`config.mk`:
```
export PLATFORM = sky130hd
export DESIGN_NAME = alu_issue_stage
export DESIGN_NICKNAME = d
export VERILOG_FILES = /design/src/rtl/alu_pkg.sv /design/src/rtl/alu_ctrl_decode.sv /design/src/rtl/alu_issue_stage.sv
export SDC_FILE = /design/constraint.sdc
export NUM_CORES = 1
export LEC_CHECK = 0
export ABC_AREA = 0
export CORE_ASPECT_RATIO = 0.5
export CORE_UTILIZATION = 52
export CTS_BUF_LIST = sky130_fd_sc_hd__clkbuf_2
export DETAILED_ROUTE_END_ITERATION = 8
export PLACE_DENSITY = 0.94
export SYNTH_ARGS = -nofsm -noshare
export SYNTH_HDL_FRONTEND = slang
export SYNTH_SLANG_ARGS = --single-unit
```
`constraint.sdc`:
```
create_clock -name clk -period 3.2 [get_ports clk]
set_input_delay 0.64 -clock clk [delete_from_list [all_inputs] [get_ports clk]]
set_output_delay 0.64 -clock clk [all_outputs]
set_load 0.03 [all_outputs]
```
`src/rtl/alu_pkg.sv`:
```
// Shared ALU definitions: control codes, opcode-class encodings, funct7 constants.
package alu_pkg;

    // ALU control codes; 1010-1111 are unused
    localparam logic [3:0] ALU_AND  = 4'b0000;
    localparam logic [3:0] ALU_OR   = 4'b0001;
    localparam logic [3:0] ALU_ADD  = 4'b0010;
    localparam logic [3:0] ALU_SRL  = 4'b0011;
    localparam logic [3:0] ALU_XOR  = 4'b0100;
    localparam logic [3:0] ALU_SLL  = 4'b0101;
    localparam logic [3:0] ALU_SUB  = 4'b0110;
    localparam logic [3:0] ALU_SRA  = 4'b0111;
    localparam logic [3:0] ALU_SLT  = 4'b1000;
    localparam logic [3:0] ALU_SLTU = 4'b1001;

    // Opcode class from the main decoder
    localparam logic [1:0] ALU_OP_MEM    = 2'b00;
    localparam logic [1:0] ALU_OP_BRANCH = 2'b01;
    localparam logic [1:0] ALU_OP_RTYPE  = 2'b10;
    localparam logic [1:0] ALU_OP_ITYPE  = 2'b11;

    // funct7 values
    localparam logic [6:0] FUNCT7_BASE = 7'b0000000;
    localparam logic [6:0] FUNCT7_ALT  = 7'b0100000;

    // funct3 encodings of the integer ALU group
    localparam logic [2:0] F3_ADD  = 3'b000;
    localparam logic [2:0] F3_SLL  = 3'b001;
    localparam logic [2:0] F3_SLT  = 3'b010;
    localparam logic [2:0] F3_SLTU = 3'b011;
    localparam logic [2:0] F3_XOR  = 3'b100;
    localparam logic [2:0] F3_SR   = 3'b101;
    localparam logic [2:0] F3_OR   = 3'b110;
    localparam logic [2:0] F3_AND  = 3'b111;

endpackage

```
`src/rtl/alu_ctrl_decode.sv`:
```
// Combinational ALU control decode: (alu_op, funct3, funct7) -> (control, illegal).
module alu_ctrl_decode
    import alu_pkg::*;
(
    input  logic [1:0] alu_op,
    input  logic [2:0] funct3,
    input  logic [6:0] funct7,
    output logic [3:0] control,
    output logic       illegal
);

    logic [3:0] code;
    logic       bad;
    logic       is_rtype;
    logic       alt;
    logic       shift_alt;

    assign is_rtype  = (alu_op == ALU_OP_RTYPE);
    assign alt       = (funct7 == FUNCT7_ALT);
    // I-type shifts carry a 6-bit shamt in funct7[0], so only bit 5 selects SRA
    assign shift_alt = is_rtype ? alt : funct7[5];

    // Map fields to a control code and flag combinations the ALU cannot execute
    always_comb begin
        code = ALU_ADD;
        bad  = 1'b0;
        case (alu_op)
            ALU_OP_MEM:    code = ALU_ADD;
            ALU_OP_BRANCH: code = ALU_SUB;
            default: begin
                case (funct3)
                    F3_ADD:  code = (is_rtype && alt) ? ALU_SUB : ALU_ADD;
                    F3_SLL:  code = ALU_SLL;
                    F3_SLT:  code = ALU_SLT;
                    F3_SLTU: code = ALU_SLTU;
                    F3_XOR:  code = ALU_XOR;
                    F3_SR:   code = shift_alt ? ALU_SRA : ALU_SRL;
                    F3_OR:   code = ALU_OR;
                    default: code = ALU_AND;
                endcase
                if (is_rtype) begin
                    bad = ((funct7 != FUNCT7_BASE) && !alt) ||
                          (alt && (funct3 != F3_ADD) && (funct3 != F3_SR));
                end else begin
                    bad = ((funct3 == F3_SLL) || (funct3 == F3_SR)) &&
                          (funct7[6] || (funct7[4:1] != 4'b0000));
                end
            end
        endcase
        control = bad ? ALU_ADD : code;
        illegal = bad;
    end

endmodule

```
`src/rtl/alu_issue_stage.sv`:
```
// Registered ALU issue stage: decodes control, selects operand B and presents
// the bundle through a 2-entry skid buffer (main M, skid S) with a flopped in_ready.
module alu_issue_stage
    import alu_pkg::*;
#(
    parameter int XLEN  = 64,
    parameter int TAG_W = 5
) (
    input  logic             clk,
    input  logic             rst_n,
    input  logic             flush,
    input  logic             in_valid,
    output logic             in_ready,
    input  logic [1:0]       in_alu_op,
    input  logic [2:0]       in_funct3,
    input  logic [6:0]       in_funct7,
    input  logic             in_alu_src,
    input  logic [XLEN-1:0]  in_rs1,
    input  logic [XLEN-1:0]  in_rs2,
    input  logic [XLEN-1:0]  in_imm,
    input  logic [TAG_W-1:0] in_tag,
    output logic             out_valid,
    input  logic             out_ready,
    output logic [XLEN-1:0]  out_a,
    output logic [XLEN-1:0]  out_b,
    output logic [3:0]       out_control,
    output logic             out_illegal,
    output logic [TAG_W-1:0] out_tag
);

    logic [3:0]       dec_control;
    logic             dec_illegal;
    logic [XLEN-1:0]  sel_b;

    logic             m_valid;
    logic [XLEN-1:0]  m_a;
    logic [XLEN-1:0]  m_b;
    logic [3:0]       m_control;
    logic             m_illegal;
    logic [TAG_W-1:0] m_tag;

    logic             s_valid;
    logic [XLEN-1:0]  s_a;
    logic [XLEN-1:0]  s_b;
    logic [3:0]       s_control;
    logic             s_illegal;
    logic [TAG_W-1:0] s_tag;

    logic             in_ready_q;
    logic             accept;
    logic             xfer;
    logic             ld_m_in;
    logic             ld_m_s;
    logic             ld_s;
    logic             m_valid_nx;
    logic             s_valid_nx;

    alu_ctrl_decode u_decode (
        .alu_op  (in_alu_op),
        .funct3  (in_funct3),
        .funct7  (in_funct7),
        .control (dec_control),
        .illegal (dec_illegal)
    );

    assign sel_b  = in_alu_src ? in_imm : in_rs2;
    assign accept = in_valid & in_ready_q;
    assign xfer   = m_valid & out_ready;

    // Decide where an accepted beat lands and whether S refills M
    always_comb begin
        ld_m_in    = 1'b0;
        ld_m_s     = 1'b0;
        ld_s       = 1'b0;
        m_valid_nx = m_valid;
        s_valid_nx = s_valid;
        if (s_valid) begin
            // in_ready is low whenever S is full, so no accept can occur here
            if (xfer) begin
                ld_m_s     = 1'b1;
                s_valid_nx = 1'b0;
            end
        end else if (!m_valid || xfer) begin
            ld_m_in    = accept;
            m_valid_nx = accept;
        end else if (accept) begin
            ld_s       = 1'b1;
            s_valid_nx = 1'b1;
        end
    end

    // Valid bits and the registered in_ready; reset beats flush, flush beats handshakes
    always_ff @(posedge clk) begin
        if (!rst_n) begin
            m_valid    <= 1'b0;
            s_valid    <= 1'b0;
            in_ready_q <= 1'b1;
        end else if (flush) begin
            m_valid    <= 1'b0;
            s_valid    <= 1'b0;
            in_ready_q <= 1'b1;
        end else begin
            m_valid    <= m_valid_nx;
            s_valid    <= s_valid_nx;
            in_ready_q <= !s_valid_nx;
        end
    end

    // Main data register: loads from the input or from S, never cleared by flush
    always_ff @(posedge clk) begin
        if (!rst_n) begin
            m_a       <= '0;
            m_b       <= '0;
            m_control <= ALU_ADD;
            m_illegal <= 1'b0;
            m_tag     <= '0;
        end else if (!flush) begin
            if (ld_m_s) begin
                m_a       <= s_a;
                m_b       <= s_b;
                m_control <= s_control;
                m_illegal <= s_illegal;
                m_tag     <= s_tag;
            end else if (ld_m_in) begin
                m_a       <= in_rs1;
                m_b       <= sel_b;
                m_control <= dec_control;
                m_illegal <= dec_illegal;
                m_tag     <= in_tag;
            end
        end
    end

    // Skid data register: holds the beat accepted while M is stalled
    always_ff @(posedge clk) begin
        if (!rst_n) begin
            s_a       <= '0;
            s_b       <= '0;
            s_control <= ALU_ADD;
            s_illegal <= 1'b0;
            s_tag     <= '0;
        end else if (!flush && ld_s) begin
            s_a       <= in_rs1;
            s_b       <= sel_b;
            s_control <= dec_control;
            s_illegal <= dec_illegal;
            s_tag     <= in_tag;
        end
    end

    assign in_ready    = in_ready_q;
    assign out_valid   = m_valid;
    assign out_a       = m_a;
    assign out_b       = m_b;
    assign out_control = m_control;
    assign out_illegal = m_illegal;
    assign out_tag     = m_tag;

endmodule

```
==> results.md, run 1 <==
- Detailed Place HPWL: 21600 um
- Die height: between 100 and 150 um
- Final wirelength: roughly 32000 um
- PwrDens: approximately 450 mW/mm^2
- Met1 track utilization from global routing: a little under a third
- Slowest Stage Delay on Critical Path: 0.74 ns
- Cell Rows: 38
- GR Util All Layers: 26.7%
- Post-layout nets: between 1500 and 2000
- Top delay family on crit path: buffers and inverters
- Synth unique cells: 42
- Slew @ Worst Pin: 0.611 ns
- Final worst slack: a little under 0.5 ns
- R2R Path End: out_a[54]
- Crit-path max FO: 8
- Critical Path End: out_valid
- LEAKAGE: ~5.8 nW
- Mapped Nets: approximately 1600
- DRT iter0 DRCs: 825
- Final Hold Fails: 0
- Layout area overhead: 36.6%
- Worst path cell trace: clkdlybuf4s50_1
- # hold bufs at CTS: 0
- Crit start category: flip-flop
- Post-Place Worst Slack: 0.375 ns
- Boundary Pins: 355
- Hold Slack: 0.368 ns
- Slew margin rel.: 59.2%
- Worst Clk Skew: around 0.057 ns
- EDFF count, synth: 0
- PostCTS Resize Cnt: 0
- Max-cap viol count: 0
- First-pass GRT wire length: just under 50000 um
- Initial Util: around 53%
- Port Buf Inserts: around 350
- Initial antenna violation count: 1
- Wirelength per Cell: 15.4 um
- CTS Root Cell: clkbuf_2
- Gr ovfl total: 0
- Number of synthesized register bits: 279
- VDD IR max: 0.246 mV
- Status: complete, no violations
- H-tree depth: 2
- CP required: 2.56 ns
- GRT met3 Usage: 5.57%
- Detailed-router iteration count before antenna repair: 5
- Reg2reg setup slack: around 1.1 ns
- Synth top cells by count: 409 x nand2_1, 279 x dfxtp_1, 143 x a21oi_1, 136 x nor2_1, 75 x clkbuf_1
- Total CTS buffers: just under 60
- Final min period: 2.72 ns
- Synth top area share: 48.6%
- Total power: 7.03 mW
- Sink Count: 279
- Crit end category: primary output
- Cell Area, Synth: roughly 0.011 mm^2
- Cell Count, Final, Fillers Out: around 2100
- Global routing's busiest layer: met2
- Sequential element share of the synthesized area: between 40 and 50%
- Final setup viols: 0
- Critical Path AT: 2.08 ns
- Slowest-stage cell, CP: clkdlybuf4s50_1
- Tightest Hold Check Type: input pin to flip-flop
- Slew Limit Fails: 0
- Cells after Synth: 1406
- TNS Setup: 0 ns
- Post-synth top area cell: dfxtp_1
- GP Congestion: between 0.8 and 0.9
- GR Util met2: 46.8%
- Top cells by area, synth: dfxtp_1 49%, nand2_1 13%, a21oi_1 6.2%, mux2i_1 5.7%, a311oi_1 5.3%
- Post-route ant nets: 0
- Setup CP Type: flip-flop to primary output
- Number of synthesis warnings: 0
- Vias/cell: 5.44
- Die W: 212 um
- Count leader, synth: nand2_1
- Vias in the first global route: 10200
- FFs w/ async S/R, synth: 0%
- Setup repair after global routing missed its margin: no
- Dpl cells: 1958
- DRC violations left: 0
- Levels on crit path: 1
- Postcts setup bufs: 0
- Fin crit share: 85.0%
- Worst r2r src: out_valid
- Largest net degree at the start of global routing: 131
- Clock-pin slew on the worst setup and hold paths: 0.11 ns
- Layout cells sized above 1: under 10%
- Clock Path Buffers: 3
- CTS tree: yes
- Register-to-Register Path Depth: 6
- Start point of the worst hold path: in_rs1[50]
- CP bufs+invs: 1
- Core Region: between 0.02 and 0.025 mm^2
- Placed Area: 0.0152 mm^2
- Crit path from: out_valid
- Average cell area after synthesis: 8.17 um^2
- Post-route core utilization: 72.4%
- Clock latency on the worst-skew pair: 0.83 ns
- Die area: 0.0227 mm^2
- FMAX: 368 MHz
- Most used flip-flop cell after synthesis: dfxtp_1
- Vias post-DR: 11200
- Cell area after layout: roughly 0.016 mm^2
==> area by class of cell <==
| cell class | count | area, um^2 |
|---|---|---|
| diodes | 4 | 10.0 |
| repair buffers | 380 | 3870 |
| clock buffers | 87 | 435 |
| well taps | 300 | 375 |
| fillers | 1618 | 5980 |
| clock inverters | 8 | 56.3 |
| flip-flops and latches | 279 | 5590 |
| multi-input cells | 995 | 5350 |
| inverters | 4 | 22.5 |
==> layout by cell type (no fill, tap or decap), types with 2 or more instances in the layout <==
cell type and instances:
clkinv_1 5, clkdlybuf4s50_1 353, nand3_1 4, a311oi_1 70
clkbuf_2 87, buf_4 16, a21oi_1 143, dfxtp_1 279
diode_2 4, o211ai_1 65, a31oi_1 2, mux2i_1 65
and2b_2 2, a211oi_1 64, nand2_1 409, nor2_1 136
or4_4 2, xor2_1 2, inv_2 2, o21ai_0 7
buf_12 11, inv_1 3, or3_1 3
==> registers in the layout, summed over array words and instances (netlist names) <==
signal,flops
out_a,64
out_b,64
s_a,64
s_b,64
out_tag,5
s_tag,5
out_control,4
s_control,4
in_ready,1
out_illegal,1
out_valid,1
s_illegal,1
s_valid,1
==> cell families after synthesis <==
logic type / share of synthesized area, %
mux: 5.66
compound gates: 21.3
simple gates: 19.1
buf+inv: 5.18
flops: 48.6
xor+xnor: 0.152
==> per-layer routing <==
metal  wire [um]  vias up
met2       15900      348
li1            -     5531
met1       13000     5230
met5           0        -
met3        1650       89
met4        1130        0
==> where the power goes <==
group          internal [mW]  switching (mW)  total [mW]
Combinational          0.603           0.669        1.27
Sequential              3.60          0.0716        3.67
Clock                  0.787            1.30        2.08
==> worst min path at each step <==
stage	endpoint	slack, ns	depth (start not counted)
2_1_floorplan	s_a[0]	0.44	2
3_3_place_gp	out_b[48]	0.44	2
3_5_place_dp	out_b[51]	0.44	2
4_1_cts	s_tag[2]	0.26	3
5_1_grt	s_tag[2]	0.24	3
6_report	s_a[50]	0.37	3
No activity file was read; power rests on OpenSTA's default activity.
==> run 2, diff against run 1 <==
Settings changed: CORE_UTILIZATION 52 to 48, PLACE_DENSITY 0.94 to 0.88.
Clock period 3.2 ns to 2.74 ns, I/O delays scaled along.
==> run 2 against run 1 <==
  * Clock power is 13% higher
  * First-iteration DRC count is 1.2% lower
  * Global-route usage is 1.6 points lower
  * Critical path depth stayed put
  * Sequential cell count stayed put
  * Critical endpoint is now in_ready
  * The flow now finishes with violations (design-rule violations)
  * Sequential power is 17% higher
  * Final cell count is 0.19% higher
  * Utilization is 4.2 points lower
  * Clock-buffer cell count is 1 lower
  * Worst hold slack worse by 0.087 ns
  * Non-clock buffer count is 1 higher
  * Power is 15% higher
==> results.md, run 2 (synthesis results as in run 1) <==
- Final wirelength: 31800 um (was 31700 um)
- Commonest non-fill, non-tap cell in the layout: nand2_1 (unchanged)
- First-pass GRT wire length: 51100 um (was 49400 um)
- Slowest Stage Delay on Critical Path: 0.72 ns (was 0.74 ns)
- Tightest Hold Check Type: input pin to flip-flop (unchanged)
- Failing checks: design-rule violations
- Worst Clk Skew: 0.0722 ns (was 0.0572 ns)
- Vias/cell: 5.34 (was 5.44)
- Final setup viols: 0 (unchanged)
- CTS Root Cell: clkbuf_2 (unchanged)
- Die height: 111 um (was 107 um)
- Die W: 221 um (was 212 um)
- Initial antenna violation count: 1 (unchanged)
- Cell Rows: 39 (was 38)
- Postcts setup bufs: 0 (unchanged)
- H-tree depth: 2 (unchanged)
- Cell Count, Final, Fillers Out: 2061 (was 2057)
- Gr ovfl total: 0 (unchanged)
- Post-route ant nets: 0 (unchanged)
- Worst path cell trace: clkdlybuf4s50_1 (unchanged)
- Detailed-router iteration count before antenna repair: 7 (was 5)
- Max-cap viol count: 0 (unchanged)
- DRT iter0 DRCs: 815 (was 825)
- Layout area overhead: 37.2% (was 36.6%)
- Layout cells sized above 1: 7.59% (was 7.64%)
- Slew margin rel.: 66.2% (was 59.2%)
- Crit end category: primary output (unchanged)
- Vias post-DR: 11000 (was 11200)
- Sink Count: 279 (unchanged)
- Die area: 0.0246 mm^2 (was 0.0227 mm^2)
- Clock latency on the worst-skew pair: 0.84 ns (was 0.83 ns)
- GP Congestion: 0.847 (was 0.826)
- CTS tree: yes (unchanged)
- Critical Path AT: 1.97 ns (was 2.08 ns)
- Largest net degree at the start of global routing: 108 (was 131)
- Clock Path Buffers: 3 (unchanged)
- Crit-path max FO: 5 (was 8)
- Fin crit share: between 90% and 100%
- Global routing's busiest layer: met2 (unchanged)
- Commonest cells after routing, fill and taps aside: 409 x nand2_1, 352 x clkdlybuf4s50_1, 279 x dfxtp_1 (was 409 x nand2_1, 353 x clkdlybuf4s50_1, 279 x dfxtp_1)
- Final worst slack: 0.227 ns (was 0.480 ns)
- LEAKAGE: 5.81 nW (was 5.78 nW)
- Final Hold Fails: 0 (unchanged)
- TNS Setup: 0 ns (unchanged)
- CP bufs+invs: 1 (unchanged)
- Slew Limit Fails: 0 (unchanged)
- Met1 track utilization from global routing: 32.0% (was 31.4%)
- PostCTS Resize Cnt: 1 (was 0)
- # hold bufs at CTS: 0 (unchanged)
- Top delay family on crit path: buffers and inverters (unchanged)
- GR Util met2: 42.6% (was 46.8%)
- Detailed Place HPWL: 21300 um (was 21600 um)
- Slew @ Worst Pin: 0.508 ns (was 0.611 ns)
- Setup repair after global routing missed its margin: no (unchanged)
- Vias in the first global route: 10000 (was 10200)
- CP required: 2.19 ns (was 2.56 ns)
- Wirelength per Cell: 15.4 um (about the same)
- Post-Place Worst Slack: 0.267 ns (was 0.375 ns)
- PwrDens: 515 mW/mm^2 (was 448 mW/mm^2)
- Core Region: 0.0231 mm^2 (was 0.0217 mm^2)
- GRT met3 Usage: 4.46% (was 5.57%)
- Status: finished, violations left (was complete, no violations)
- DRC violations left: 9 (was 0)
- Total power: 8.12 mW (was 7.03 mW)
- FMAX: 398 MHz
- Port Buf Inserts: 354 (unchanged)
- Post-layout nets: 1934 (was 1933)
- Setup CP Type: flip-flop to primary output (unchanged)
- Boundary Pins: 355 (unchanged)
- Dpl cells: 1966 (was 1958)
- Initial Util: 49.7% (was 53.0%)
- GR Util All Layers: 25.1% (was 26.7%)
- Slowest-stage cell, CP: clkdlybuf4s50_1 (unchanged)
- Clock-pin slew on the worst setup and hold paths: 0.12 ns (was 0.11 ns)
- Final min period: 2.51 ns
- Filler instances: 1881 (was 1618)
- VDD IR max: 0.289 mV (was 0.246 mV)
- Crit start category: flip-flop (unchanged)
- Total CTS buffers: 58 (unchanged)
-- run 2: cell count changes in the layout (fill, tap and decap cells not counted) --
| cell | before | now |
|---|---|---|
| inv_2 | 2 | 1 |
| diode_2 | 4 | 1 |
| buf_4 | 16 | 10 |
| bufinv_16 | 1 | 0 |
| clkbuf_2 | 87 | 86 |
| dlygate4sd2_1 | 0 | 1 |
| clkinvlp_4 | 0 | 1 |
| clkdlybuf4s50_1 | 353 | 352 |
| clkinv_1 | 5 | 6 |
| buf_12 | 11 | 18 |
-- run 2: tightest hold or removal path, cell delays in order --
cell	delay, ns
clkdlybuf4s50_1	0.42
nand2_1	0.06
a21oi_1	0.05
-- run 2: layer usage --
layer,vias to the layer above,share of wire [%]
li1,5530,-
met1,5107,43
met2,292,49
met3,67,4.7
met4,0,2.9
met5,-,0
-- run 2: final timing paths --
check,start,end,slack [ns],cells after the start
setup reg to reg,out_valid,out_b[31],0.72,5
hold / removal,in_rs1[16],s_a[16],0.28,3
setup / recovery,in_ready,in_ready,0.23,1
hold reg to reg,out_b[54],out_b[54],0.45,2
-- run 2: metrics by stage --
step	instance area (um^2)	util [%]	hold slack (ns)
final	15800	68.2	0.280
after CTS	15800	68.2	0.140
after floorplan	11500	-	0.437
after detailed placement	15300	66.2	0.442
after global routing	15800	68.2	0.191
after global placement	15300	66.2	0.437
-- run 2: area by class of cell --
class	instances	area [um^2]	share of cell area [%]
multi-input cells	995	5350	33.9
clock inverters	8	33.8	0.214
inverters	4	22.5	0.143
well taps	307	384	2.44
clock buffers	86	430	2.73
flip-flops and latches	279	5590	35.4
diodes	1	2.50	0.0159
repair buffers	381	3970	25.2
-- run 2: power by group --
part / switching [mW] / leakage, nW / total, mW / internal (mW)
combinational: 0.781 / 3.17 / 1.49 / 0.709
clock: 1.52 / 0.371 / 2.34 / 0.816
sequential: 0.0814 / 2.27 / 4.29 / 4.21
total: 2.38 / 5.81 / 8.12 / 5.73
